**config.mk**
```make
export PLATFORM = sky130hd
export DESIGN_NAME = ivwb_buffer_flat
export DESIGN_NICKNAME = d
export VERILOG_FILES = /design/src/rtl/ivwb_buffer_if.sv /design/src/rtl/ivwb_buffer.sv /design/src/flat_wrapper.sv
export SDC_FILE = /design/constraint.sdc
export NUM_CORES = 1
export LEC_CHECK = 0
export ABC_AREA = 0
export BUFFER_PORTS_ARGS = -buffer_cell sky130_fd_sc_hd__buf_2
export CELL_PAD_IN_SITES_DETAIL_PLACEMENT = 1
export CELL_PAD_IN_SITES_GLOBAL_PLACEMENT = 1
export CORE_MARGIN = 2
export CORE_UTILIZATION = 35
export CTS_CLUSTER_SIZE = 12
export DETAILED_ROUTE_END_ITERATION = 8
export PLACE_DENSITY = 0.64
export SYNTH_ARGS = -nofsm -noshare
export SYNTH_HDL_FRONTEND = slang
export SYNTH_SLANG_ARGS = --single-unit
```
**constraint.sdc**
```tcl
create_clock -name core_clock_i -period 6.75 [get_ports core_clock_i]
set_input_delay 0.675 -clock core_clock_i [delete_from_list [all_inputs] [get_ports core_clock_i]]
set_output_delay 0.675 -clock core_clock_i [all_outputs]
set_load 0.03 [all_outputs]
```
**src/rtl/ivwb_buffer_if.sv**
```systemverilog
// ALU-result / register-file / ROB signal bundle for the vector integer writeback buffer.
// The slave side is the buffer; the master side drives ALU results and the RF ready.
interface ivwb_buffer_if #(
  parameter int DEPTH = 4
);
  localparam int CW = $clog2(DEPTH) + 1;

  logic [31:0]   result_i;
  logic [4:0]    rob_i;
  logic [5:0]    dest_i;
  logic          wb_valid_i;
  logic          valid_i;
  logic          flush_i;
  logic          issue_stall_o;
  logic          rf_wr_en_o;
  logic [5:0]    rf_wr_addr_o;
  logic [31:0]   rf_wr_data_o;
  logic          rf_wr_ready_i;
  logic          rob_done_valid_o;
  logic [4:0]    rob_done_id_o;
  logic [CW-1:0] count_o;
  logic          overflow_o;

  modport slave (
    input  result_i, rob_i, dest_i, wb_valid_i, valid_i, flush_i, rf_wr_ready_i,
    output issue_stall_o, rf_wr_en_o, rf_wr_addr_o, rf_wr_data_o,
           rob_done_valid_o, rob_done_id_o, count_o, overflow_o
  );

  modport master (
    output result_i, rob_i, dest_i, wb_valid_i, valid_i, flush_i, rf_wr_ready_i,
    input  issue_stall_o, rf_wr_en_o, rf_wr_addr_o, rf_wr_data_o,
           rob_done_valid_o, rob_done_id_o, count_o, overflow_o
  );
endinterface

```
**src/rtl/ivwb_buffer.sv**
```systemverilog
// Writeback buffer: queues ALU results with no backpressure and drains them into the
// shared register-file write port, strobing ROB completion for every entry.
module ivwb_buffer #(
  parameter int DEPTH = 4
) (
  input  logic          core_clock_i,
  input  logic          core_reset_i,
  ivwb_buffer_if.slave  bus
);
  localparam int AW = $clog2(DEPTH);
  localparam int CW = AW + 1;

  typedef struct packed {
    logic [31:0] result;
    logic [4:0]  rob;
    logic [5:0]  dest;
    logic        wb;
  } entry_t;

  entry_t        mem [DEPTH];
  entry_t        head;
  logic [AW-1:0] wr_ptr, rd_ptr;
  logic [CW-1:0] count;
  logic          overflow;
  logic          head_v, pop, push_req, push, drop;

  assign head     = mem[rd_ptr];
  assign head_v   = (count != '0) & ~bus.flush_i;
  // Entries with no RF write complete without waiting on the register file.
  assign pop      = head_v & (~head.wb | bus.rf_wr_ready_i);
  assign push_req = bus.valid_i & ~bus.flush_i;
  assign push     = push_req & ((count != CW'(DEPTH)) | pop);
  assign drop     = push_req & ~push;

  always_ff @(posedge core_clock_i) begin
    if (push) mem[wr_ptr] <= '{result: bus.result_i, rob: bus.rob_i,
                               dest: bus.dest_i, wb: bus.wb_valid_i};
  end

  always_ff @(posedge core_clock_i or negedge core_reset_i) begin
    if (!core_reset_i) begin
      wr_ptr   <= '0;
      rd_ptr   <= '0;
      count    <= '0;
      overflow <= 1'b0;
    end else if (bus.flush_i) begin
      wr_ptr   <= '0;
      rd_ptr   <= '0;
      count    <= '0;
    end else begin
      if (push) wr_ptr <= wr_ptr + 1'b1;
      if (pop)  rd_ptr <= rd_ptr + 1'b1;
      if (push && !pop)      count <= count + 1'b1;
      else if (pop && !push) count <= count - 1'b1;
      if (drop) overflow <= 1'b1;
    end
  end

  // Two free slots: one for the op already in the ALU, one for the op issuing now.
  assign bus.issue_stall_o    = count >= CW'(DEPTH - 2);
  assign bus.rf_wr_en_o       = head_v & head.wb;
  assign bus.rf_wr_addr_o     = bus.rf_wr_en_o ? head.dest   : '0;
  assign bus.rf_wr_data_o     = bus.rf_wr_en_o ? head.result : '0;
  assign bus.rob_done_valid_o = pop;
  assign bus.rob_done_id_o    = pop ? head.rob : '0;
  assign bus.count_o          = count;
  assign bus.overflow_o       = overflow;
endmodule

```
**src/flat_wrapper.sv**
```systemverilog
// flat-port wrapper written by rule: the top's interface ports become plain ports
module ivwb_buffer_flat 
#(
  parameter int DEPTH = 4
)
  (core_clock_i, core_reset_i, bus_result_i, bus_rob_i, bus_dest_i, bus_wb_valid_i, bus_valid_i, bus_flush_i, bus_rf_wr_ready_i, bus_issue_stall_o, bus_rf_wr_en_o, bus_rf_wr_addr_o, bus_rf_wr_data_o, bus_rob_done_valid_o, bus_rob_done_id_o, bus_count_o, bus_overflow_o);
  ivwb_buffer_if #(.DEPTH(DEPTH)) bus_i ();
  input  logic core_clock_i;
  input  logic core_reset_i;
  input wire logic [$bits(bus_i.result_i)-1:0] bus_result_i;
  input wire logic [$bits(bus_i.rob_i)-1:0] bus_rob_i;
  input wire logic [$bits(bus_i.dest_i)-1:0] bus_dest_i;
  input wire logic [$bits(bus_i.wb_valid_i)-1:0] bus_wb_valid_i;
  input wire logic [$bits(bus_i.valid_i)-1:0] bus_valid_i;
  input wire logic [$bits(bus_i.flush_i)-1:0] bus_flush_i;
  input wire logic [$bits(bus_i.rf_wr_ready_i)-1:0] bus_rf_wr_ready_i;
  output wire logic [$bits(bus_i.issue_stall_o)-1:0] bus_issue_stall_o;
  output wire logic [$bits(bus_i.rf_wr_en_o)-1:0] bus_rf_wr_en_o;
  output wire logic [$bits(bus_i.rf_wr_addr_o)-1:0] bus_rf_wr_addr_o;
  output wire logic [$bits(bus_i.rf_wr_data_o)-1:0] bus_rf_wr_data_o;
  output wire logic [$bits(bus_i.rob_done_valid_o)-1:0] bus_rob_done_valid_o;
  output wire logic [$bits(bus_i.rob_done_id_o)-1:0] bus_rob_done_id_o;
  output wire logic [$bits(bus_i.count_o)-1:0] bus_count_o;
  output wire logic [$bits(bus_i.overflow_o)-1:0] bus_overflow_o;
  assign bus_i.result_i = bus_result_i;
  assign bus_i.rob_i = bus_rob_i;
  assign bus_i.dest_i = bus_dest_i;
  assign bus_i.wb_valid_i = bus_wb_valid_i;
  assign bus_i.valid_i = bus_valid_i;
  assign bus_i.flush_i = bus_flush_i;
  assign bus_i.rf_wr_ready_i = bus_rf_wr_ready_i;
  assign bus_issue_stall_o = bus_i.issue_stall_o;
  assign bus_rf_wr_en_o = bus_i.rf_wr_en_o;
  assign bus_rf_wr_addr_o = bus_i.rf_wr_addr_o;
  assign bus_rf_wr_data_o = bus_i.rf_wr_data_o;
  assign bus_rob_done_valid_o = bus_i.rob_done_valid_o;
  assign bus_rob_done_id_o = bus_i.rob_done_id_o;
  assign bus_count_o = bus_i.count_o;
  assign bus_overflow_o = bus_i.overflow_o;
  ivwb_buffer #(.DEPTH(DEPTH)) u_core (.core_clock_i(core_clock_i), .core_reset_i(core_reset_i), .bus(bus_i));
endmodule
```
==> reports/results.tsv <==
stage	metric	value	unit
die	initial_utilization	35.6	%
die	die-area	21700	µm²
synthesis	ys_seq_area_share	76.4	%
setup_path	reg2reg_depth	8	
die	die_w	147	µm
synthesis	syn_area	7180	µm²
finish	syn2layout_area_growth	19.5	%
setup_path	slowest_delay	1060	ps
synthesis	ys_types	30	
drt	drc	0	
synthesis	synth.net_count	396	
clock_network	root_buffer	clkbuf_16	
timing	fin_crit_sh	62.0	%
synthesis	synth_seq_cells	184	
finish	drive_gt1_share	41.2	%
timing	setup_viol	0	
drt	ant_nets	0	
die	die_h	147	µm
power	p_per_area	355	nW/µm²
drt	via_per_inst	4.91	
run	maxCapViolCount	0	
drt	avgRoutedWirePerCell	20.9	µm
setup_path	worst_setup_path_end_kind	output port	
placed_design	gp_congestion	0.719	
timing	final.min_clock_period	4180	ps
clock_network	cts_max_path_buffers	2	
clock_network	cts_resized	0	
drt	drt_iter0_drc	258	
clock_network	cts.clk_slew.worst_paths	70	ps
global_routing	grt_max_degree	48	
placed_design	io_buffers	98	
global_routing	grt_usage	14.8	%
clock_network	cts.sinks	184	
power	p_leak	3.12	nW
clock_network	worstSkewPairLatency	430	ps
setup_path	cp_slowest_cell	dfrtp_4	
die	pin_count	99	
power	max-vdd-ir-drop	0.149	mV
timing	rsz0062_at_grt	no	
timing	fin_skew	11.2	ps
finish	final_common_cell	edfxtp_1	
clock_network	cts_buffers	17	
setup_path	r2r-end	u_core.bus.count_o[2]$_DFFE_PN0P_	
setup_path	crit_path_cell_trace	mux4_2 -> a211o_1 -> nor2b_1 -> buf_2	
global_routing	grt_antenna_before_repair	0	
finish	diodes	0	
placed_design	placed_cells	695	
synthesis	yosysWarnings	0	
setup_path	crit_type	reg -> out	
synthesis	syn_area_per_cell	21.0	µm²
hold_path	hp-class	in -> async	
clock_network	ctsHoldBuffers	0	
placed_design	dp_hpwl	9080	µm
drt	firstDrtPassIters	4	
finish	nNetsFinal	498	
drt	vias	3562	
timing	hold_viol_final	0	
clock_network	cts_setup_buffers	0	
timing	fmaxAchievable	239	MHz
global_routing	grt_pass1_vias	3949	
finish	final_cell_mix	edfxtp_1, buf_2, mux4_2	
drt	finalWirelength	15200	µm
timing	drv_slew	0	
setup_path	crit_fanout	47	
timing	slew_headroom	36.3	%
run_status	status	complete, no violations	
timing	tns	0	ps
die	rows	52	
synthesis	synthCells	342	
timing	worst_pin_slew	955	ps
clock_network	cts_htree_levels	4	
finish	final_cells	726	
setup_path	start_kind	flop	
setup_path	cp_data_required_time	6070	ps
clock_network	tritoncts	yes	
global_routing	grt_pass1_wl	23800	µm
setup_path	r2r_slack	2760	ps
setup_path	reg2reg_from	u_core.rd_ptr[0]$_DFFE_PN0P_	
setup_path	cp.arrival	3510	ps
global_routing	grt-ovfl-total	0	
die	coreArea	20200	µm²
[where the power goes]
| group | total, mW | switching, mW | leakage [nW] | internal (mW) |
|---|---|---|---|---|
| Sequential | 1.40 | 0.0812 | 1.70 | 1.32 |
| Clock | 1.00 | 0.419 | 0.294 | 0.585 |
| Combinational | 0.644 | 0.382 | 1.13 | 0.262 |
| Total | 3.04 | 0.882 | 3.12 | 2.16 |
[cells by family (layout without fill, tap and decap cells)]
family / Yosys count / in the layout / synth area share (%)
adder cells (fa/ha/maj): 5 / 5 / 0.976
AO/OA/AOI/OAI: 8 / 8 / 0.906
XOR/XNOR: 1 / 1 / 0.122
buffers and inverters: 30 / 144 / 1.69
multiplexers: 49 / 49 / 14.5
AND/OR/NAND/NOR: 65 / 65 / 5.35
flip-flops: 184 / 184 / 76.4
[layer usage]
metal | track usage [%] | up-vias | share of wire (%)
li1 | - | 1595 | -
met1 | 20.2 | 1856 | 46
met2 | 23.1 | 93 | 49
met3 | 3.94 | 18 | 3.9
met4 | 4.86 | 0 | 1.3
met5 | 0 | - | 0
[cell type report]
type,count,area (µm²)
inverters,10,37.5
well taps,270,338
repair buffers,103,528
fillers,1981,11600
clock buffers,17,425
flip-flops and latches,184,5490
clock inverters,14,171
multi-input cells,128,1580
[metrics by stage]
| step | worst slack, ps | util, % | hold slack [ps] | power (mW) | area (µm²) |
|---|---|---|---|---|---|
| floorplan | 3900 | - | 379 | 1.87 | 7180 |
| global placement | 2670 | 39.6 | 476 | 2.07 | 7980 |
| detailed placement | 2640 | 39.6 | 478 | 2.08 | 7980 |
| CTS | 2420 | 42.5 | 80.5 | 3.09 | 8570 |
| global route | 2260 | 42.5 | 87.1 | 3.18 | 8570 |
| finish | 2570 | 42.5 | 89.7 | 3.04 | 8570 |
[worst max path at each step]
stage,from,endpoint,slack (ps),cells past startpoint
2_1_floorplan,u_core.rd_ptr[0]$_DFFE_PN0P_,u_core.mem[0][0]$_DFFE_PP_,3900,3
3_3_place_gp,u_core.rd_ptr[0]$_DFFE_PN0P_,u_core.bus.count_o[2]$_DFFE_PN0P_,2670,8
3_5_place_dp,u_core.rd_ptr[0]$_DFFE_PN0P_,u_core.bus.count_o[2]$_DFFE_PN0P_,2640,8
4_1_cts,u_core.rd_ptr[0]$_DFFE_PN0P_,bus_rob_done_id_o[4],2420,4
5_1_grt,u_core.rd_ptr[0]$_DFFE_PN0P_,bus_rob_done_id_o[4],2260,4
6_report,u_core.rd_ptr[0]$_DFFE_PN0P_,bus_rob_done_id_o[4],2570,4
[registers in the layout, indices dropped and copies added (netlist names)]
signal,count
u_core.bus.overflow_o,1
u_core.wr_ptr,2
u_core.bus.count_o,3
u_core.rd_ptr,2
u_core.mem,176
[Yosys cell counts]
cell      instances  area (µm²)
edfxtp_1        176        5290
mux4_2           44         991
and3_1           38         238
clkbuf_1         13        48.8
inv_1             9        33.8
dfrtp_1           8         200
buf_2             7        35.0
nor2b_1           7        43.8
nor2_1            5        18.8
and2_1            4        25.0
ha_1              4        50.1
mux2i_1           3        30.0
nand2_1           3        11.3
mux2_1            2        22.5
nor3_1            2        10.0
o21ai_1           2        10.0
or2_2             2        12.5
a211o_1           1        8.76
a21oi_1           1        5.00
a311oi_2          1        15.0
a41o_1            1        10.0
fa_1              1        20.0
inv_2             1        3.75
nand3_1           1        5.00
nor3b_1           1        7.51
nor4_1            1        6.26
o31ai_1           1        7.51
o32ai_1           1        8.76
or3_1             1        6.26
xnor2_1           1        8.76
[critical path, delay by kind of cell (launching register included)]
kind,cells,cell delay (ps)
AO/OA/AOI/OAI,1,610
buffers and inverters,1,220
flip-flops,1,1060
multiplexers,1,970
AND/OR/NAND/NOR,1,200
(Power assumes the default switching activity.)
